===== src/rtl/wb_ram_arbiter.sv =====
// Round-robin Wishbone B3 arbiter letting several masters share one slave. The grant is held for a
// whole bus cycle, and a watchdog aborts any transfer that the slave never answers.
module wb_ram_arbiter #(
    parameter int NUM_MASTERS = 3,
    parameter int AW          = 32,
    parameter int DW          = 32,
    parameter int TIMEOUT     = 255
) (
    input  logic                        wb_clk,
    input  logic                        wb_rst,
    input  logic [NUM_MASTERS*AW-1:0]   m_adr_i,
    input  logic [NUM_MASTERS*DW-1:0]   m_dat_i,
    input  logic [NUM_MASTERS*DW/8-1:0] m_sel_i,
    input  logic [NUM_MASTERS-1:0]      m_we_i,
    input  logic [NUM_MASTERS-1:0]      m_cyc_i,
    input  logic [NUM_MASTERS-1:0]      m_stb_i,
    input  logic [NUM_MASTERS*3-1:0]    m_cti_i,
    input  logic [NUM_MASTERS*2-1:0]    m_bte_i,
    output logic [DW-1:0]               m_dat_o,
    output logic [NUM_MASTERS-1:0]      m_ack_o,
    output logic [NUM_MASTERS-1:0]      m_err_o,
    output logic [NUM_MASTERS-1:0]      m_rty_o,
    output logic [AW-1:0]               s_adr_o,
    output logic [DW-1:0]               s_dat_o,
    output logic [DW/8-1:0]             s_sel_o,
    output logic                        s_we_o,
    output logic                        s_cyc_o,
    output logic                        s_stb_o,
    output logic [2:0]                  s_cti_o,
    output logic [1:0]                  s_bte_o,
    input  logic [DW-1:0]               s_dat_i,
    input  logic                        s_ack_i,
    input  logic                        s_err_i,
    input  logic                        s_rty_i,
    output logic [NUM_MASTERS-1:0]      grant_o,
    output logic                        busy_o
);
    localparam int SW = DW / 8;
    localparam int IW = (NUM_MASTERS > 1) ? $clog2(NUM_MASTERS) : 1;
    localparam int CW = (TIMEOUT > 0) ? $clog2(TIMEOUT + 1) : 1;
    localparam logic [CW-1:0] CNT_LIMIT = CW'(TIMEOUT);

    typedef enum logic [1:0] {IDLE, ACTIVE, ABORT} state_t;

    state_t        state;
    logic [IW-1:0] owner;
    logic [IW-1:0] last;
    logic [IW-1:0] next_owner;
    logic [IW-1:0] scan_idx;
    logic [CW-1:0] wd_cnt;
    logic          own_cyc;
    logic          own_stb;
    logic          slave_resp;
    logic          wd_hit;

    assign own_cyc    = m_cyc_i[owner];
    assign own_stb    = m_stb_i[owner];
    assign slave_resp = s_ack_i | s_err_i | s_rty_i;
    assign wd_hit     = (TIMEOUT != 0) && (wd_cnt == CNT_LIMIT);

    // Scan from farthest to nearest so the requester closest after `last` is written last and wins.
    always_comb begin
        next_owner = last;
        scan_idx   = '0;
        for (int i = NUM_MASTERS; i >= 1; i--) begin
            scan_idx = IW'((int'(last) + i) % NUM_MASTERS);
            if (m_cyc_i[scan_idx]) next_owner = scan_idx;
        end
    end

    // NOTE: every output gets a default before the state-dependent overrides so no latch is inferred.
    always_comb begin
        s_adr_o = '0;
        s_dat_o = '0;
        s_sel_o = '0;
        s_we_o  = 1'b0;
        s_cyc_o = 1'b0;
        s_stb_o = 1'b0;
        s_cti_o = '0;
        s_bte_o = '0;
        m_dat_o = '0;
        m_ack_o = '0;
        m_err_o = '0;
        m_rty_o = '0;
        if (state == ACTIVE) begin
            s_adr_o = m_adr_i[int'(owner)*AW +: AW];
            s_dat_o = m_dat_i[int'(owner)*DW +: DW];
            s_sel_o = m_sel_i[int'(owner)*SW +: SW];
            s_we_o  = m_we_i[owner];
            s_cti_o = m_cti_i[int'(owner)*3 +: 3];
            s_bte_o = m_bte_i[int'(owner)*2 +: 2];
            s_cyc_o = own_cyc & ~wd_hit;
            s_stb_o = own_stb & ~wd_hit;
            m_dat_o = s_dat_i;
            if (wd_hit) begin
                m_err_o = grant_o;
            end else begin
                m_ack_o = grant_o & {NUM_MASTERS{s_ack_i}};
                m_err_o = grant_o & {NUM_MASTERS{s_err_i}};
                m_rty_o = grant_o & {NUM_MASTERS{s_rty_i}};
            end
        end
    end

    // NOTE: state registers use non-blocking assignments so every flop samples pre-edge values.
    always_ff @(posedge wb_clk) begin
        if (!wb_rst) begin
            state   <= IDLE;
            owner   <= '0;
            last    <= IW'(NUM_MASTERS - 1);
            grant_o <= '0;
            wd_cnt  <= '0;
            busy_o  <= 1'b0;
        end else begin
            case (state)
                IDLE: begin
                    if (|m_cyc_i) begin
                        state   <= ACTIVE;
                        owner   <= next_owner;
                        grant_o <= NUM_MASTERS'(1) << next_owner;
                        wd_cnt  <= '0;
                        busy_o  <= 1'b1;
                    end
                end
                ACTIVE: begin
                    if (!own_cyc) begin
                        state   <= IDLE;
                        last    <= owner;
                        grant_o <= '0;
                        wd_cnt  <= '0;
                        busy_o  <= 1'b0;
                    end else if (wd_hit) begin
                        state  <= ABORT;
                        wd_cnt <= '0;
                    end else if (own_stb && !slave_resp) begin
                        if (TIMEOUT != 0 && wd_cnt != '1) wd_cnt <= wd_cnt + 1'b1;
                    end else begin
                        wd_cnt <= '0;
                    end
                end
                ABORT: begin
                    // The slave side stays dead until the owner gives up its cycle.
                    if (!own_cyc) begin
                        state   <= IDLE;
                        last    <= owner;
                        grant_o <= '0;
                        busy_o  <= 1'b0;
                    end
                end
                default: state <= IDLE;
            endcase
        end
    end

endmodule

===== config.mk =====
export PLATFORM = sky130hd
export DESIGN_NAME = wb_ram_arbiter
export DESIGN_NICKNAME = d
export VERILOG_FILES = /design/src/rtl/wb_ram_arbiter.sv
export SDC_FILE = /design/constraint.sdc
export NUM_CORES = 1
export LEC_CHECK = 0
export ABC_CLOCK_PERIOD_IN_PS = 2200
export CAP_MARGIN = 20
export CORE_AREA = 3 3 148 150
export CTS_BUF_LIST = sky130_fd_sc_hd__clkbuf_8
export CTS_CLUSTER_SIZE = 28
export DETAILED_ROUTE_END_ITERATION = 10
export DIE_AREA = 0 0 151 153
export PLACE_DENSITY = 0.55
export SYNTH_ARGS = -nofsm -noshare
export SYNTH_HDL_FRONTEND = slang
export SYNTH_SLANG_ARGS = --single-unit

===== constraint.sdc =====
create_clock -name wb_clk -period 2.2 [get_ports wb_clk]
set_clock_uncertainty 0.15 [all_clocks]
set_input_delay 0.22 -clock wb_clk [delete_from_list [all_inputs] [get_ports wb_clk]]
set_output_delay 0.22 -clock wb_clk [all_outputs]
set_load 0.01 [all_outputs]

; Yosys cells after proc, flatten, opt, wreduce, memory -nomap -nowiden
; Index checks and enable logic that the tools add are counted.
[totals]
output_inout_bits = 121
reg_bits = 18
[op_classes]
eq_ne = 9
bitwise_logic = 9
n_reduce_logical = 12
mux = 47
shifts = 6
add_sub_neg = 4
multipliers = 1
div = 3
magnitude_cmp = 4
[ops]
columns = cell, n
row1 = $shiftx 96x8->32, 2
row2 = $mod 32x3->32 const B, 3
row3 = $mux 32, 3
row4 = $mux 8, 5
row5 = $mux 3, 9
row6 = $mux 2, 8
row7 = $pmux 8 s2, 1
row8 = $bmux 1 s2, 6
row9 = $lt 2x3->1 const B, 4
row10 = $shiftx 12x5->4, 1
row11 = $mux 1, 11
row12 = $and 3x3->3, 3
row13 = $reduce_and 3->1, 3
row14 = $shiftx 9x5->3, 1
row15 = $add 8x1->8 const B, 1
row16 = $eq 8x8->1 const B, 1
row17 = $ne 8x8->1 const B, 1
row18 = $add 2x2->3 const B, 2
row19 = $ne 2x2->1 const B, 3
row20 = $pmux 2 s3, 1
row21 = $pmux 3 s2, 1
row22 = $shiftx 6x4->2, 1
row23 = $ne 5x4->1 const B, 1
row24 = $mul 2x2->4 const B, 1
row25 = other kinds (17), 22

; Longest topological paths before layout
; Gate-level depths: netlist (run 1).
[depth]
word_depth = 10
ltp_mapped = 8
ltp_nobuf = 7

; Least setup slack after synthesis (run 1)
; No wires, ideal clock.
[synth_timing]
path_kind = reg2reg
start = register last[0]
end = register grant_o[0]
stages_incl_launch_ff = 8
period_less_slack_ns = 2.029
setup_slack_ns = 0.171
arrival_time_ns = 1.761
path_cell_list = dfxtp_1 inv_1 ha_1 clkbuf_1 o22ai_1 o31ai_1 o21ai_0 a32o_1
[synth_between]
elab_chain_len = 10
[synth_rtl]
columns = item, line
row1 = "start, declared", 47  ; logic [IW-1:0] last;
row2 = "start signal, assigned", 110  ; last <= IW'(NUM_MASTERS - 1);
row3 = "start signal, assigned", 128  ; last <= owner;
row4 = "start signal, assigned", 145  ; last <= owner;
row5 = $add 2x2->3, 66  ; scan_idx = IW'((int'(last) + i) % NUM_MASTERS);
row6 = $mod 32x3->32, 66
row7 = $bmux 1 s2, 67  ; if (m_cyc_i[scan_idx]) next_owner = scan_idx;
row8 = $mux 1 (implied by the code), 67
row9 = $mux 2 (2 in series), 67
row10 = $mux 2 (*), 67
row11 = $shl 1x2->3 (*), 120  ; grant_o <= NUM_MASTERS'(1) << next_owner;
row12 = $mux 3 (*), 117  ; if (|m_cyc_i) begin
row13 = $pmux 3 s2 (*), 115  ; case (state)
row14 = "end signal, assigned", 120
row15 = "end, declared", 35  ; output logic [NUM_MASTERS-1:0] grant_o,
; Mark *: on every way between the ends. The rest lies on a longest branch, timed or not. The select of a mux whose other input is x is not followed.
; A chain may end at the register's enable or synchronous reset.

; Worst setup path in the final report (run 1)
[layout_timing]
start = register owner[0]
end = output port s_dat_o[19]
[layout_between]
elab_chain_len = 2
[layout_rtl]
columns = item, line
row1 = "start, declared", 46  ; logic [IW-1:0] owner;
row2 = "start signal, assigned", 119  ; owner <= next_owner;
row3 = $shiftx 96x8->32, 87  ; s_dat_o = m_dat_i[int'(owner)*DW +: DW];
row4 = $mux 32, 85  ; if (state == ACTIVE) begin
row5 = "end, declared", 24  ; output logic [DW-1:0] s_dat_o,
; Every way passes these cells.

==> Implementation_results.wiki, run 1 <==
{| class="wikitable"
! Metric !! Value
|-
| Final GP Congestion || slightly below 0.8
|-
| Number of iterations in the first detailed-routing pass || 4
|-
| Worst slew pin tran || 0.528 ns
|-
| Switching share of total power || 44.4%
|-
| Leading cell types by total area after synthesis || sky130_fd_sc_hd__mux2i_1 23%, sky130_fd_sc_hd__and2_1 19%, sky130_fd_sc_hd__o21ai_0 12%
|-
| Count of cells along the worst hold path || 2
|-
| Input/output buffers || 385
|-
| Crit Path Class || reg2out
|-
| Proportion of layout cells with a drive suffix above 1 || 12.5%
|-
| Overall routing resource usage || between 15 and 20%
|-
| Total wire length after detailed routing || around 22000 um
|-
| Fin Setup TNS || 0 ns
|-
| Layout Area Growth over Synthesis || 143%
|-
| Average cell area after synthesis || between 6 and 7 um2
|-
| Most common cell after layout, fill and taps aside || sky130_fd_sc_hd__clkdlybuf4s50_1
|-
| Leakage || 3.66 nW
|-
| Cell taking the most area after synthesis || sky130_fd_sc_hd__mux2i_1
|-
| Worst relative slew slack || 64.5%
|-
| CTS H-Tree Depth || 1
|-
| Relative contribution of sequential cells to total power || ~7.3%
|-
| Number of max-capacitance violations reported || 0
|-
| Crit path time final || 2.15 ns
|-
| Effective utilization at floorplan || 16.8%
|-
| Slew Limit Fails || 0
|-
| Antenna fix cells || 0
|-
| Global-route wire length before repair || 31400 um
|-
| Via count of the first global-routing pass || 5238
|-
| Antenna violations before repair || 0
|-
| Number of nets produced by synthesis || 807
|-
| Number of clock buffers inserted by TritonCTS || 3
|-
| Largest net degree at the start of global routing || 45
|-
| Die span in y || 153 um
|-
| Count of unresolved DRC violations after routing || 0
|-
| Number of nets at the end of the flow || 1233
|-
| Sequential element share of the synthesized area || about a tenth
|-
| Synthesized area || about 3500 um2
|-
| DRC violation total after the first TritonRoute iteration || 173
|-
| Placeable core area || 20800 um2
|-
| Total power || 0.00690 W
|-
| Via/cell ratio || 4.26
|-
| Warnings from Yosys || 0
|-
| Count of standard-cell rows || 53
|-
| Worst Min Path Start || state[0]$_SDFFE_PN0P_
|-
| Clock tree from TritonCTS || yes
|-
| Post-DR wirelength/cell || 18.2 um
|-
| Clk Tree Root Cell || sky130_fd_sc_hd__clkbuf_8
|-
| Commonest cells after routing, fill and taps aside || 270 x sky130_fd_sc_hd__clkdlybuf4s50_1, 107 x sky130_fd_sc_hd__and2_1, 99 x sky130_fd_sc_hd__nand2_1, 93 x sky130_fd_sc_hd__dlygate4sd2_1
|-
| Clock transition at the registers of the reported paths || 0.07 ns
|-
| Post-route worst hold slack || about 0.36 ns
|-
| Maximum clock path buffer count || 2
|-
| Startpoint type of the worst setup path || register
|-
| Flop and latch count out of synthesis || 18
|-
| Total setup violations reported at the end of the flow || 0
|-
| I/O Pins || 386
|-
| Post-DP HPWL || between 15000 and 20000 um
|-
| Power share of the combinational group || 88.7%
|-
| Power per standard cell area || 809 nW/um2
|-
| Logic depth of the worst register-to-register path || 7
|-
| Commonest register cell after synthesis || sky130_fd_sc_hd__dfxtp_1
|-
| Peak supply drop || 0.000353 V
|-
| Result of the run || completed
|-
| # clock sinks || 18
|-
| Startpoint of the worst register-to-register path || owner[0]$_SDFFE_PN0P_
|-
| Count of flip-flops with a built-in enable after synthesis || 0
|-
| Horiz. Die Dim || 151 um
|-
| Hold violation count in the final report || 0
|-
| Register-to-register setup slack || 0.15 ns
|-
| Peak clock frequency supported by timing || 464 MHz
|-
| Post-route ant nets || 0
|-
| Global-route congestion overflow total || 0
|-
| Clk Latency, worst-skew pair || about 0.26 ns
|-
| Worst min-delay path category || reg2reg
|-
| Worst endpoint data arrival time || 1.78 ns
|-
| Ys async rst share || 0%
|-
| Switch Pwr || 0.00307 W
|-
| Share of the synthesized area in the top cell type || 23.4%
|-
| Number of vias after detailed routing || 5256
|-
| Distinct cells, synth || 40
|-
| RSZ-0062 raised after global routing || true
|-
| Synthesized instance count || 533
|-
| Destination of the worst register-to-register timing path || wd_cnt[3]$_SDFFE_PN0P_
|-
| Largest fanout on the critical path || 5
|-
| Clock share of power || ~4%
|-
| Design internal power || 0.00383 W
|-
| Hold Path Sink || state[0]$_SDFFE_PN0P_
|-
| Required time of the worst setup path || 1.83 ns
|-
| Critical Path End Type || primary output
|-
| Final worst-path cycle share || 97.9%
|-
| Die Area || 23100 um2
|}
## power groups by stage
stage / Combinational (W) / Sequential [W] / Clock (W)
6_report: 0.00612 / 0.000501 / 0.000275
5_1_grt: 0.00665 / 0.000514 / 0.000298
4_1_cts: 0.00592 / 0.000497 / 0.000280
3_5_place_dp: 0.00570 / 0.000498 / 0
3_3_place_gp: 0.00574 / 0.000498 / 0
2_1_floorplan: 0.00255 / 0.000453 / 0
## worst max-delay path, cell delays in order (launching register included)
cell and delay, ns:
sky130_fd_sc_hd__dfxtp_4 0.44, sky130_fd_sc_hd__buf_12 0.13, sky130_fd_sc_hd__clkbuf_16 0.13, sky130_fd_sc_hd__buf_4 0.13
sky130_fd_sc_hd__mux2i_1 0.18, sky130_fd_sc_hd__o21ai_0 0.08, sky130_fd_sc_hd__and2_1 0.15, sky130_fd_sc_hd__dlygate4sd2_1 0.28
## synthesized netlist by cell type (3+ instances only)
cell type and number:
sky130_fd_sc_hd__buf_1 5, sky130_fd_sc_hd__a21oi_1 5, sky130_fd_sc_hd__inv_1 9, sky130_fd_sc_hd__mux2i_1 82, sky130_fd_sc_hd__clkbuf_1 27, sky130_fd_sc_hd__dfxtp_1 18
sky130_fd_sc_hd__xor2_1 3, sky130_fd_sc_hd__a21boi_0 3, sky130_fd_sc_hd__o21ai_0 83, sky130_fd_sc_hd__and3_1 6, sky130_fd_sc_hd__o21ai_1 3, sky130_fd_sc_hd__nand2b_1 3
sky130_fd_sc_hd__nand2_1 99, sky130_fd_sc_hd__o31ai_1 3, sky130_fd_sc_hd__nor2b_1 4, sky130_fd_sc_hd__ha_1 9, sky130_fd_sc_hd__and2_1 108, sky130_fd_sc_hd__buf_2 11
sky130_fd_sc_hd__nand3_1 10, sky130_fd_sc_hd__nor3_1 3, sky130_fd_sc_hd__nor2_1 12, sky130_fd_sc_hd__a32o_1 3
## sequential cells by signal, summed over array words and instances, names as in the netlist
name and cells:
wd_cnt 8, grant_o 3, last 2, owner 2, state 2, busy_o 1
## repair_timing
item / CTS / global route
resized for setup: 149 / 45
setup endpoints to repair: 114 / 46
hold buffers: 0 / 0
pin swaps: 2 / 3
setup buffers: 17 / 9
cloned: 5 / 4
## stage by stage
| stage | setup slack (ns) | util, % | std cells | instance area (um2) |
|---|---|---|---|---|
| 2_1_floorplan | 0.171 | - | 533 | 3510 |
| 3_3_place_gp | -0.0870 | 38.6 | 1194 | 8030 |
| 3_5_place_dp | -0.122 | 38.6 | 1194 | 8030 |
| 4_1_cts | -0.146 | 39.8 | 1220 | 8280 |
| 5_1_grt | -0.0583 | 41.0 | 1233 | 8530 |
| 6_report | 0.0457 | 41.0 | 1233 | 8530 |
## routing by layer
metal,track usage (%),share of wire (%),up-vias
met5,0,0,-
li1,-,-,2660
met2,30.9,49,207
met3,5.28,10,15
met1,21.3,40,2374
met4,2.07,0.88,0
## logic make-up after synthesis
group / count (synthesis) / share of synthesized area (%)
AND/OR/NAND/NOR: 254 / 37.8
AO/OA/AOI/OAI: 113 / 18.2
multiplexers: 82 / 23.4
buffers and inverters: 53 / 6.17
flip-flops: 18 / 10.3
adder cells (fa/ha/maj): 9 / 3.21
XOR/XNOR: 4 / 0.999
## worst max path at each step
stage          cells past startpoint                   from  slack (ns)                       to
4_1_cts                            5  owner[0]$_SDFFE_PN0P_       -0.15                  s_cyc_o
5_1_grt                            7  owner[0]$_SDFFE_PN0P_       -0.06              s_dat_o[30]
3_5_place_dp                       6            m_dat_i[61]       -0.12              s_dat_o[29]
6_report                           7  owner[0]$_SDFFE_PN0P_        0.05              s_dat_o[19]
3_3_place_gp                       6            m_dat_i[61]       -0.09              s_dat_o[29]
2_1_floorplan                      7   last[0]$_SDFFE_PN0P_        0.17  grant_o[0]$_SDFFE_PN0P_
## final cells by class
class                      instances  area (um2)
tap                              275         344
fill                            2148       12300
timing repair buffer             465        4690
inverter                           9        36.3
clock buffer                       4        55.1
sequential                        18         373
multi-input combinational        462        3030
Note: power is estimated with default switching activity, not from simulation.
==> run 2, diff against run 1 <==
--- a/config.mk
+++ b/config.mk
@@ -7,12 +7,13 @@
 export LEC_CHECK = 0
 export ABC_CLOCK_PERIOD_IN_PS = 2200
 export CAP_MARGIN = 20
-export CORE_AREA = 3 3 148 150
+export CORE_AREA = 3 3 151 153
 export CTS_BUF_LIST = sky130_fd_sc_hd__clkbuf_8
 export CTS_CLUSTER_SIZE = 28
 export DETAILED_ROUTE_END_ITERATION = 10
-export DIE_AREA = 0 0 151 153
-export PLACE_DENSITY = 0.55
+export DIE_AREA = 0 0 154 156
+export DONT_BUFFER_PORTS = 1
+export PLACE_DENSITY = 0.31
 export SYNTH_ARGS = -nofsm -noshare
 export SYNTH_HDL_FRONTEND = slang
 export SYNTH_SLANG_ARGS = --single-unit
==> Implementation_results.wiki, run 2 (same netlist as run 1, synthesis figures left out) <==
{| class="wikitable"
! Metric !! Value
|-
| Number of vias after detailed routing || 3760
|-
| Via/cell ratio || 4.72
|-
| Die span in y || ~160 um
|-
| Area post-placement || 3870 um2
|-
| Worst endpoint data arrival time || 1.71 ns
|-
| Total power || 0.00430 W
|-
| Largest fanout on the critical path || 71
|-
| Largest register FFs || 8
|-
| DRC violation total after the first TritonRoute iteration || 262
|-
| Die Area || 24000 um2
|-
| Total wire length after detailed routing || 16400 um
|-
| Leakage || around 1.4 nW
|-
| Number of iterations in the first detailed-routing pass || 5
|-
| Count of standard-cell rows || 54
|-
| Antenna violations before repair || 5
|-
| Largest net degree at the start of global routing || a little over 70
|-
| Overall routing resource usage || between 10% and 20%
|-
| Crit path time final || 2.08 ns
|-
| Post-DR wirelength/cell || 20.7 um
|-
| Via count of the first global-routing pass || 3723
|-
| Fin Setup TNS || 0 ns
|-
| Relative contribution of sequential cells to total power || 11.5%
|-
| Number of clock buffers inserted by TritonCTS || 3
|-
| Most flop-heavy register || wd_cnt
|-
| Maximum clock path buffer count || 2
|-
| I/O Pins || 386
|-
| Placeable core area || 21700 um2
|-
| Largest stage delay, worst path || 0.34 ns
|-
| Hold violation count in the final report || 0
|-
| Number of nets at the end of the flow || 789
|-
| # clock sinks || 18
|-
| Worst slew pin tran || just over 0.5 ns
|-
| CTS H-Tree Depth || 1
|-
| Clock tree from TritonCTS || yes
|-
| Peak clock frequency supported by timing || roughly 480 MHz
|-
| Clk Latency, worst-skew pair || 0.26 ns
|-
| Clock transition at the registers of the reported paths || 0.08 ns
|-
| Proportion of layout cells with a drive suffix above 1 || 6.61%
|-
| Design internal power || 0.00183 W
|-
| Power share of the combinational group || 82.8%
|-
| Peak supply drop || 0.000462 V
|-
| Clk Tree Root Cell || sky130_fd_sc_hd__clkbuf_8
|-
| Number of max-capacitance violations reported || 0
|-
| Startpoint type of the worst setup path || register
|-
| Finished Layout Cells || 796
|-
| Biggest registers after layout || wd_cnt x8, grant_o x3
|-
| Result of the run || completed
|-
| Finished layout cell area || about 4000 um2
|-
| Gate family responsible for the most delay along the worst path || buffers and inverters
|-
| Layout Area Growth over Synthesis || 14.6%
|-
| Switch Pwr || roughly 0.0025 W
|-
| Switching share of total power || between 50% and 60%
|-
| Global-route wire length before repair || 22400 um
|-
| Power per standard cell area || 1070 nW/um2
|-
| Final GP Congestion || 0.822
|-
| Crit Path Class || reg2out
|-
| Most common cell after layout, fill and taps aside || sky130_fd_sc_hd__and2_1
|-
| Critical Path End Type || primary output
|-
| Commonest cells after routing, fill and taps aside || 108 x sky130_fd_sc_hd__and2_1, 99 x sky130_fd_sc_hd__nand2_1, 83 x sky130_fd_sc_hd__o21ai_0, 82 x sky130_fd_sc_hd__mux2i_1, 15 x sky130_fd_sc_hd__dfxtp_1
|-
| Final worst-path cycle share || 94.5%
|-
| Input/output buffers || 0
|-
| Effective utilization at floorplan || 16.2%
|-
| Post-route ant nets || 0
|-
| Slew Limit Fails || 0
|-
| Worst relative slew slack || about two thirds
|-
| Horiz. Die Dim || 154 um
|-
| Post-DP HPWL || around 14000 um
|-
| Sum of buffers and inverters on the critical path || 3
|-
| Clock share of power || between 5 and 6%
|-
| Count of unresolved DRC violations after routing || 0
|-
| Worst min-delay path category || in2reg
|-
| Total setup violations reported at the end of the flow || 0
|-
| Global-route congestion overflow total || 0
|-
| Required time of the worst setup path || 1.83 ns
|-
| Placed cell count || 786
|-
| Slowest stage cell, crit path || sky130_fd_sc_hd__dfxtp_1
|-
| CP cell instances || inv_1 > ha_2 > buf_8 > and2_1 > buf_4
|}
run 2: cell count changes in the layout (fill, tap and decap cells not counted), moves of 4 or more:
cell	change
sky130_fd_sc_hd__clkdlybuf4s15_1	-9
sky130_fd_sc_hd__buf_4	-40
sky130_fd_sc_hd__buf_12	-12
sky130_fd_sc_hd__mux2i_2	-5
sky130_fd_sc_hd__clkdlybuf4s50_1	-270
sky130_fd_sc_hd__mux2i_1	+6
sky130_fd_sc_hd__clkbuf_2	-4
sky130_fd_sc_hd__buf_2	-4
sky130_fd_sc_hd__o21ai_1	-7
sky130_fd_sc_hd__o21ai_0	+7
sky130_fd_sc_hd__dlygate4sd2_1	-93
run 2: final cells by class:
| class | count | area (um2) |
|---|---|---|
| diodes | 2 | 5.00 |
| clock buffers | 3 | 41.3 |
| clock inverters | 1 | 3.75 |
| fillers | 2481 | 17700 |
| inverters | 9 | 33.8 |
| multi-input cells | 462 | 2960 |
| flip-flops and latches | 18 | 367 |
| well taps | 280 | 350 |
| repair buffers | 21 | 254 |
run 2: through the flow:
step | setup slack, ns | utilization (%) | hold WS [ns]
floorplan | 0.171 | - | 0.259
global placement | 0.0809 | 17.8 | 0.160
detailed placement | 0.0248 | 17.8 | 0.154
CTS | 0.00854 | 18.1 | 0.0454
global route | -0.0132 | 18.5 | 0.0525
finish | 0.121 | 18.5 | 0.0387
run 2: layer usage:
metal  GRT usage [%]  part of all wire [%]  up-vias  routed length (um)
li1                -                     -     1768                   -
met1            15.2                    42     1753                6890
met2            21.5                    51      231                8380
met3            1.41                   6.6        8                1090
met4            1.14                  0.54        0                  89
met5               0                     0        -                   0
run 2: power by group through the flow:
stage                     combinational [W]  clock (W)  sequential [W]
after detailed placement            0.00346          0        0.000499
after CTS                           0.00349   0.000255        0.000491
after floorplan                     0.00255          0        0.000453
after global routing                0.00395   0.000269        0.000508
after global placement              0.00343          0        0.000491
final                               0.00356   0.000245        0.000495
run 2: path summary, 6_finish.rpt:
kind                     startpoint                      to  slack (ns)  depth (start not counted)
max           state[1]$_SDFFE_PN0P_             s_dat_o[21]        0.12                          5
min reg2reg  wd_cnt[1]$_SDFFE_PN0P_  wd_cnt[1]$_SDFFE_PN0P_        0.35                          2
max reg2reg   owner[0]$_SDFFE_PN0P_  wd_cnt[2]$_SDFFE_PN0P_        0.17                          7
min                      m_cyc_i[2]    last[1]$_SDFFE_PN1P_        0.04                          3
run 2: worst register-to-register path, cell delays in order, from the launching register on:
cell	delay, ns
sky130_fd_sc_hd__dfxtp_4	0.39
sky130_fd_sc_hd__buf_4	0.16
sky130_fd_sc_hd__clkbuf_16	0.20
sky130_fd_sc_hd__nand3b_1	0.19
sky130_fd_sc_hd__o21a_1	0.14
sky130_fd_sc_hd__or3_4	0.42
sky130_fd_sc_hd__o21ai_0	0.19
sky130_fd_sc_hd__a21o_1	0.13
run 2: timing repair:
action	CTS	global route
endpoints found under the setup margin	5	61
hold buffers	1	0
gates cloned	0	1
hold endpoints to repair	7	0
resized for setup	2	10
setup buffers	0	2
